$ cat src/rtl/tv_out_packer.sv
// tv_out_packer: packs DATA_WIDTH_OUT task words into little-endian 32-bit beats for readback.
// Define TV_OUT_CHECKSUM_EN to append an XOR-of-all-data-beats checksum beat as the last beat.
module tv_out_packer #(
    parameter int DATA_WIDTH_OUT = 16,
    parameter int NUM_WORDS_OUT = 256
) (
    input  logic                      clk,
    input  logic                      rst,
    input  logic                      start,
    input  logic [DATA_WIDTH_OUT-1:0] in_data,
    input  logic                      in_valid,
    output logic                      in_ready,
    output logic [31:0]               out_data,
    output logic                      out_valid,
    input  logic                      out_ready,
    output logic                      out_last,
    output logic                      busy,
    output logic                      done
);
    localparam int W = DATA_WIDTH_OUT;
    localparam int N = NUM_WORDS_OUT;
    localparam int TV_OUT_NUM_TRANSACTIONS = (N * W + 31) / 32;
`ifdef TV_OUT_CHECKSUM_EN
    localparam int NB = TV_OUT_NUM_TRANSACTIONS + 1;
`else
    localparam int NB = TV_OUT_NUM_TRANSACTIONS;
`endif
    // A 64-bit word fills a double-width accumulator that drains as two beats.
    localparam int AW = W > 32 ? W : 32;
    localparam int WPA = AW / W;
    localparam int BPA = AW / 32;
    localparam int LW = WPA > 1 ? $clog2(WPA) : 1;
    localparam int CW = $clog2(N + 1);
    localparam int BW = $clog2(NB + 1);

    typedef enum logic [1:0] {IDLE, RUN, DRAIN, FIN} state_t;
    state_t state, state_nx;

    logic [CW-1:0] word_cnt;
    logic [BW-1:0] beat_cnt;
    logic [AW-1:0] acc;
    logic [LW-1:0] lane;
    logic          sub;
    logic          acc_full;
    logic          accept;
    logic          drain_ok;
    logic          mv_data;
    logic          mv_ck;
    logic [31:0]   chunk;
`ifdef TV_OUT_CHECKSUM_EN
    logic [BW-1:0] mv_cnt;
    logic [31:0]   xr;
`endif

    always_ff @(posedge clk or posedge rst) begin
        if (rst) state <= IDLE;
        else state <= state_nx;
    end

    always_comb begin
        state_nx = state;
        in_ready = 1'b0;
        busy = 1'b0;
        done = 1'b0;
        case (state)
            IDLE: state_nx = start ? RUN : IDLE;
            RUN: begin
                busy = 1'b1;
                in_ready = !acc_full && word_cnt < CW'(N);
                state_nx = word_cnt == CW'(N) ? DRAIN : RUN;
            end
            DRAIN: begin
                busy = 1'b1;
                state_nx = (out_valid && out_ready && beat_cnt == BW'(NB - 1)) ? FIN : DRAIN;
            end
            FIN: begin
                done = 1'b1;
                state_nx = IDLE;
            end
        endcase
    end

    assign out_last = out_valid && beat_cnt == BW'(NB - 1);
    assign accept   = in_valid && in_ready;
    assign drain_ok = !out_valid || out_ready;
    assign mv_data  = acc_full && drain_ok;
    assign chunk    = (BPA == 2 && sub) ? acc[AW-1 -: 32] : acc[31:0];
`ifdef TV_OUT_CHECKSUM_EN
    assign mv_ck = state == DRAIN && !acc_full && mv_cnt == BW'(TV_OUT_NUM_TRANSACTIONS) && drain_ok;
`else
    assign mv_ck = 1'b0;
`endif

    always_ff @(posedge clk or posedge rst) begin
        if (rst) begin
            word_cnt  <= '0;
            beat_cnt  <= '0;
            acc       <= '0;
            lane      <= '0;
            sub       <= 1'b0;
            acc_full  <= 1'b0;
            out_data  <= '0;
            out_valid <= 1'b0;
`ifdef TV_OUT_CHECKSUM_EN
            mv_cnt    <= '0;
            xr        <= '0;
`endif
        end else if (state == IDLE) begin
            if (start) begin
                word_cnt  <= '0;
                beat_cnt  <= '0;
                acc       <= '0;
                lane      <= '0;
                sub       <= 1'b0;
                acc_full  <= 1'b0;
                out_valid <= 1'b0;
`ifdef TV_OUT_CHECKSUM_EN
                mv_cnt    <= '0;
                xr        <= '0;
`endif
            end
        end else begin
            // accept needs an empty acc and a move needs a full one, so they never coincide
            if (accept) begin
                acc[lane*W +: W] <= in_data;
                lane     <= lane == LW'(WPA - 1) ? '0 : lane + 1'b1;
                word_cnt <= word_cnt + 1'b1;
                acc_full <= lane == LW'(WPA - 1) || word_cnt == CW'(N - 1);
            end
            if (mv_data) begin
                out_data <= chunk;
`ifdef TV_OUT_CHECKSUM_EN
                xr     <= xr ^ chunk;
                mv_cnt <= mv_cnt + 1'b1;
`endif
                if (sub == 1'(BPA - 1)) begin
                    acc      <= '0;
                    acc_full <= 1'b0;
                    sub      <= 1'b0;
                end else begin
                    sub <= 1'b1;
                end
            end
`ifdef TV_OUT_CHECKSUM_EN
            else if (mv_ck) begin
                out_data <= xr;
                mv_cnt   <= mv_cnt + 1'b1;
            end
`endif
            out_valid <= (mv_data || mv_ck) ? 1'b1 : (out_ready ? 1'b0 : out_valid);
            if (out_valid && out_ready) beat_cnt <= beat_cnt + 1'b1;
        end
    end
endmodule

$ cat config.mk
export PLATFORM = sky130hd
export DESIGN_NAME = tv_out_packer
export DESIGN_NICKNAME = d
export VERILOG_FILES = /design/src/rtl/tv_out_packer.sv
export SDC_FILE = /design/constraint.sdc
export NUM_CORES = 1
export LEC_CHECK = 0
export BUFFER_PORTS_ARGS = -buffer_cell sky130_fd_sc_hd__buf_2
export CAP_MARGIN = 20
export CORE_MARGIN = 2
export CORE_UTILIZATION = 25
export DETAILED_ROUTE_END_ITERATION = 10
export GPL_TIMING_DRIVEN = 1
export PLACE_DENSITY_LB_ADDON = 0.05
export SYNTH_ARGS = -nofsm -noshare
export SYNTH_HDL_FRONTEND = slang
export SYNTH_SLANG_ARGS = --single-unit
export TNS_END_PERCENT = 50
$ cat constraint.sdc
create_clock -name clk -period 3.8 [get_ports clk]
set_input_delay 0.76 -clock clk [delete_from_list [all_inputs] [get_ports clk]]
set_output_delay 0.76 -clock clk [all_outputs]
set_load 0.01 [all_outputs]
* Yosys cells after proc, flatten, opt, wreduce, memory -nomap -nowiden
Cells that the tools add are included.
** Storage, ports and cells
- Word-level logic and storage cells :: 78
- Bits of input ports :: 21
- Register bits :: 87
** Operators by class
- $lt $le $gt $ge :: 1
- Shift operators :: 2
- Equality and inequality tests :: 7
- Reductions and logical operators :: 21
- Multiplexer cells :: 33
- Add/sub/neg operators :: 4
- Bitwise logic cells :: 1
** Operators by type and width (number)
- $mux 32 :: 5
- $neg 5->34 :: 1
- $shift 16x34->32 const A :: 1
- $shiftx 16x34->32 :: 1
- $bwmux 32 :: 1
- $mux 9 :: 3
- $mux 8 :: 3
- $mux 1 :: 19
- $reduce_and 2->1 :: 5
- $add 9x1->9 const B :: 1
- $eq 9x8->1 const B :: 1
- $eq 9x9->1 const B :: 1
- $lt 9x9->1 const B :: 1
- $add 8x1->8 const B :: 1
- $eq 8x7->1 const B :: 1
- $pmux 2 s4 :: 1
- $logic_and 1x1->1 :: 6
- $reduce_bool 2->1 :: 3
- $eq 2x2->1 const B :: 2
- $reduce_bool 3->1 :: 1
- $eq 2x1->1 const B :: 1
- $logic_not 1->1 :: 2
- $logic_not 2->1 :: 1
- $logic_or 1x1->1 :: 2
- 5 further kinds :: 5

* Longest topological paths before layout
- Depth in word-level cells :: 8
- Depth in mapped cells :: 9
- Mapped depth without buffers :: 6

* Worst setup path after synthesis
Ideal clock, no wire load.
- Kind :: flip-flop to flip-flop
- From :: register state[0]
- To :: register acc[16]
- Buffers on the path :: 3
- Arrival :: 1.839 ns
- Cell stages (with the launch flop) :: 10
- Slack :: 1.840 ns
- Data required time :: 3.679 ns
- Library setup time :: 0.121 ns
- Clock period less this slack :: 1.960 ns
- Cell sequence :: dfrtp_1 inv_1 ha_1 buf_2 and2_1 buf_4 a21oi_4 a22o_2 buf_4 a22o_1
** Between the ends
- Cells in the longest elaborated chain, start to end :: 7
- Elaborated cells between the ends (all ways) :: 9
** RTL lines
- from (decl) :: RTL line 37 : state_t state, state_nx;
- from (signal assigned) :: RTL line 57 : else state <= state_nx;
- $eq 2x1->1 :: RTL line 65 : case (state)
- $mux 1 :: RTL line 65
- $logic_and 1x1->1 :: RTL line 84 : assign accept = in_valid && in_ready;
- $mux 32 :: RTL line 124 : if (accept) begin
- $mux 32 :: RTL line 136 : if (sub == 1'(BPA - 1)) begin
- $mux 32 :: RTL line 130 : if (mv_data) begin
- $mux 32 :: RTL line 108 : end else if (state == IDLE) begin
- to (signal, indexed assignment) :: RTL line 125 : acc[lane*W +: W] <= in_data;
- to (decl) :: RTL line 41 : logic [AW-1:0] acc;
Parallel ways exist; a longest one is shown, timed or not.
A chain may end at the register's enable or synchronous reset.

* Worst setup path after layout
- From :: register state[0]
- To :: register acc[8]
The elaborated chain is that of the path after synthesis.

==> flow_summary.yaml <==
status:
  status: "complete, no violations"
min_path:
  hold_start: "beat_cnt[7]$_DFFE_PP0P_"
  min_path_type: "flip-flop to flip-flop"
worst_setup_path:
  crit_chain: "inv_1, ha_1, nor2b_1, and2_1, o31ai_4, a22o_1"
  required_ps: 4080
  path_class: "flip-flop to flip-flop"
  crit_start: "state[0]$_DFF_PP0_"
  worstSetupStartpointType: "flip-flop"
  crit_fanout: 16
  cp_slowest_cell: "o31ai_4"
  cp.arrival_ps: 2810
  critPathMaxStageDelay_ps: 780
  end_kind: "flip-flop"
  reg2reg_from: "state[0]$_DFF_PP0_"
logic_synthesis:
  synth.cell_area_sq_um: 3603
  synthesis.nets: 303
  ys_seq_area_share_pct: 59.72
  syn_avg_cell_area_sq_um: 13.15
  yosysUniqueCellTypes: 43
  synthCells: 274
  ys_top_cells_by_area: "dfrtp_1, mux2_2, a22o_1, ha_1, nand2_1"
  yosysTopAreaCell: "dfrtp_1"
  async_flop_share_pct: 100.0
  synth-edff-count: 0
  synthFlopType: "dfrtp_1"
  yosysTopAreaCellShare_pct: 59.72
  yosys_warnings: 0
  synth_seq_cells: 86
layout:
  drive_above_1_share_pct: 34.41
  fillers: 1435
  final_util_pct: 31.39
  fin_nets: 364
  antenna_cells: 0
  area_growth_pct: 21.84
power:
  internal-power_mw: 1.461
  p_leak_nw: 2.242
  total_power_mw: 1.877
  switching_power_mw: 0.4160
  p_per_area_nw_per_um2: 427.6
  ir_worst_vdd_uv: 167.7
  p_comb_share_pct: 2.3
  switching_share_pct: 22.16
  seq_power_share_pct: 49.2
  p_clk_share_pct: 48.5
drt:
  top_layer_used: "met4"
  drc: 0
  drt_iter0_drc: 58
  wl_per_cell_um: 16.66
  wl_met1_um: 4289
  firstDrtPassIters: 4
  via_count: 2421
  wl_met2_um: 3783
  viasPerCell: 4.656
  finalWirelength_um: 8663
  final_antenna_net_count: 0
  dr_wl_met3_um: 398
grt:
  grt_pass1_vias: 2522
  grt_pass1_wl_um: 14170
  grt_overflow_total: 0
  groute.usage.overall_pct: 12.37
  grt_max_degree: 49
  antenna_found_initial: 0
clock_tree:
  numCtsBuffers: 9
  cts_setup_buffers: 0
  htreeDepth: 3
  clockBufferDepth: 2
  cts_resized: 0
  clockRootBuffer: "clkbuf_16"
  cts.sinks: 86
  clk_latency_ps: 340
  cts.clk_slew.worst_paths_ps: 70
  holdBufCountCts: 0
  tritoncts: "built"
placed_design:
  routabilityCongestion: 0.7102
  place_ws_ps: 1191
  place_hpwl_um: 5759
  portBuffers: 57
timing:
  slew-limit-headroom_pct: 38.94
  worst_pin_slew_ps: 914.8
  setup_ws_ps: 1271
  tns_ps: 0
  finClkSkew_ps: 8.899
  rsz0062_at_grt: "false"
  period_needed_ps: 2529
  setup_violations: 0
  max_freq_mhz: 395.4
  maxSlewViolCount: 0
  hold_viol: 0
  final.period_utilization_pct: 66.55
die:
  start_util_pct: 25.76
  io_pins: 58
  die_w_um: 124.1
  rows: 43
  die_area_sq_um: 15390
  die_h_um: 124.1
  core-area_sq_um: 13990
job:
  drv_cap: 0
## metrics by stage
step,hold slack (ps),cells,cell area [sq um]
after floorplan,443.6,274,3603
after global placement,473.2,504,4084
after detailed placement,475.7,504,4084
after CTS,491.6,520,4390
after global routing,509.1,520,4390
final,485.6,520,4390
## cells in the mapped netlist, drive strengths merged, types with 3 or more instances
| cell type | number |
|---|---|
| o21ai | 13 |
| mux2 | 32 |
| nand3 | 6 |
| and2 | 4 |
| a21oi | 6 |
| buf | 9 |
| nor2 | 8 |
| ha | 8 |
| a22o | 33 |
| nor4b | 3 |
| nand2 | 19 |
| inv | 8 |
| o31ai | 3 |
| and3 | 3 |
| dfrtp | 86 |
| nand4 | 5 |
## sequential cells by signal, summed over array words and instances, names as in the netlist, named ones only
| signal | cells |
|---|---|
| out_data | 32 |
| acc_full | 1 |
| word_cnt | 9 |
| state | 1 |
| acc | 32 |
| beat_cnt | 8 |
| out_valid | 1 |
| lane | 1 |
## kinds of logic after synthesis
group	count (synthesis)	share of synthesized area [%]
DFF	86	59.72
AOI/OAI and AO/OA	63	13.92
and+or+nand+nor	62	9.966
muxes	34	10.56
buffers and inverters	18	2.326
adders and majority gates	8	2.778
xor gates and xnor gates	3	0.7293
## worst max-delay path, delay by kind of cell, from the launching register on
kind / cells / cell delay (ps)
AND/OR/NAND/NOR: 2 / 510
adder cells (fa/ha/maj): 1 / 400
flip-flops: 1 / 420
buffers and inverters: 1 / 90
AO/OA/AOI/OAI: 2 / 1020
## path summary, 6_finish.rpt
kind	end	slack, ps	cells past startpoint
min in group asynchronous	out_data[3]$_DFFE_PP0P_	560	2
max in group asynchronous	async pin	2440	3
hold / removal	beat_cnt[7]$_DFFE_PP0P_	490	1
setup / recovery	acc[8]$_DFFE_PP0P_	1270	6
setup reg to reg	acc[8]$_DFFE_PP0P_	1270	6
hold reg to reg	beat_cnt[7]$_DFFE_PP0P_	490	1
## layout make-up
class | count | area [sq um] | area share (%)
clock buffer | 10 | 239.0 | 5.443
clock inverter | 6 | 67.56 | 1.539
inverter | 8 | 31.28 | 0.7125
multi-input combinational | 170 | 1368 | 31.15
sequential | 86 | 2152 | 49.02
tap | 180 | 225.2 | 5.130
timing repair buffer | 60 | 307.8 | 7.011
## placed cells by master, fill, tap and decap left out, types with 3 or more instances in the layout
master and instances:
dfrtp_1 86, buf_2 57, mux2_2 32, a22o_1 32, nand2_1 18, o21ai_0 13, clkbuf_16 9, ha_1 8
inv_1 7, nor2_1 7, nand3_1 6, nand4_1 5, and2_1 4, a21oi_1 4, and3_1 3, buf_4 3
## power by group through the flow
stage,Sequential [mW],Clock [mW],Combinational [mW]
2_1_floorplan,0.939,0,0.0191
3_3_place_gp,0.940,0,0.0454
3_5_place_dp,0.941,0,0.0455
4_1_cts,0.923,0.948,0.0457
5_1_grt,0.924,0.986,0.0506
6_report,0.923,0.911,0.0430
## layer usage
metal | vias to the layer above | global-route usage (%)
li1 | 1138 | -
met1 | 1223 | 17.63
met2 | 47 | 17.28
met3 | 13 | 3.159
met4 | 0 | 6.110
met5 | - | 0
(Power assumes the default switching activity.)
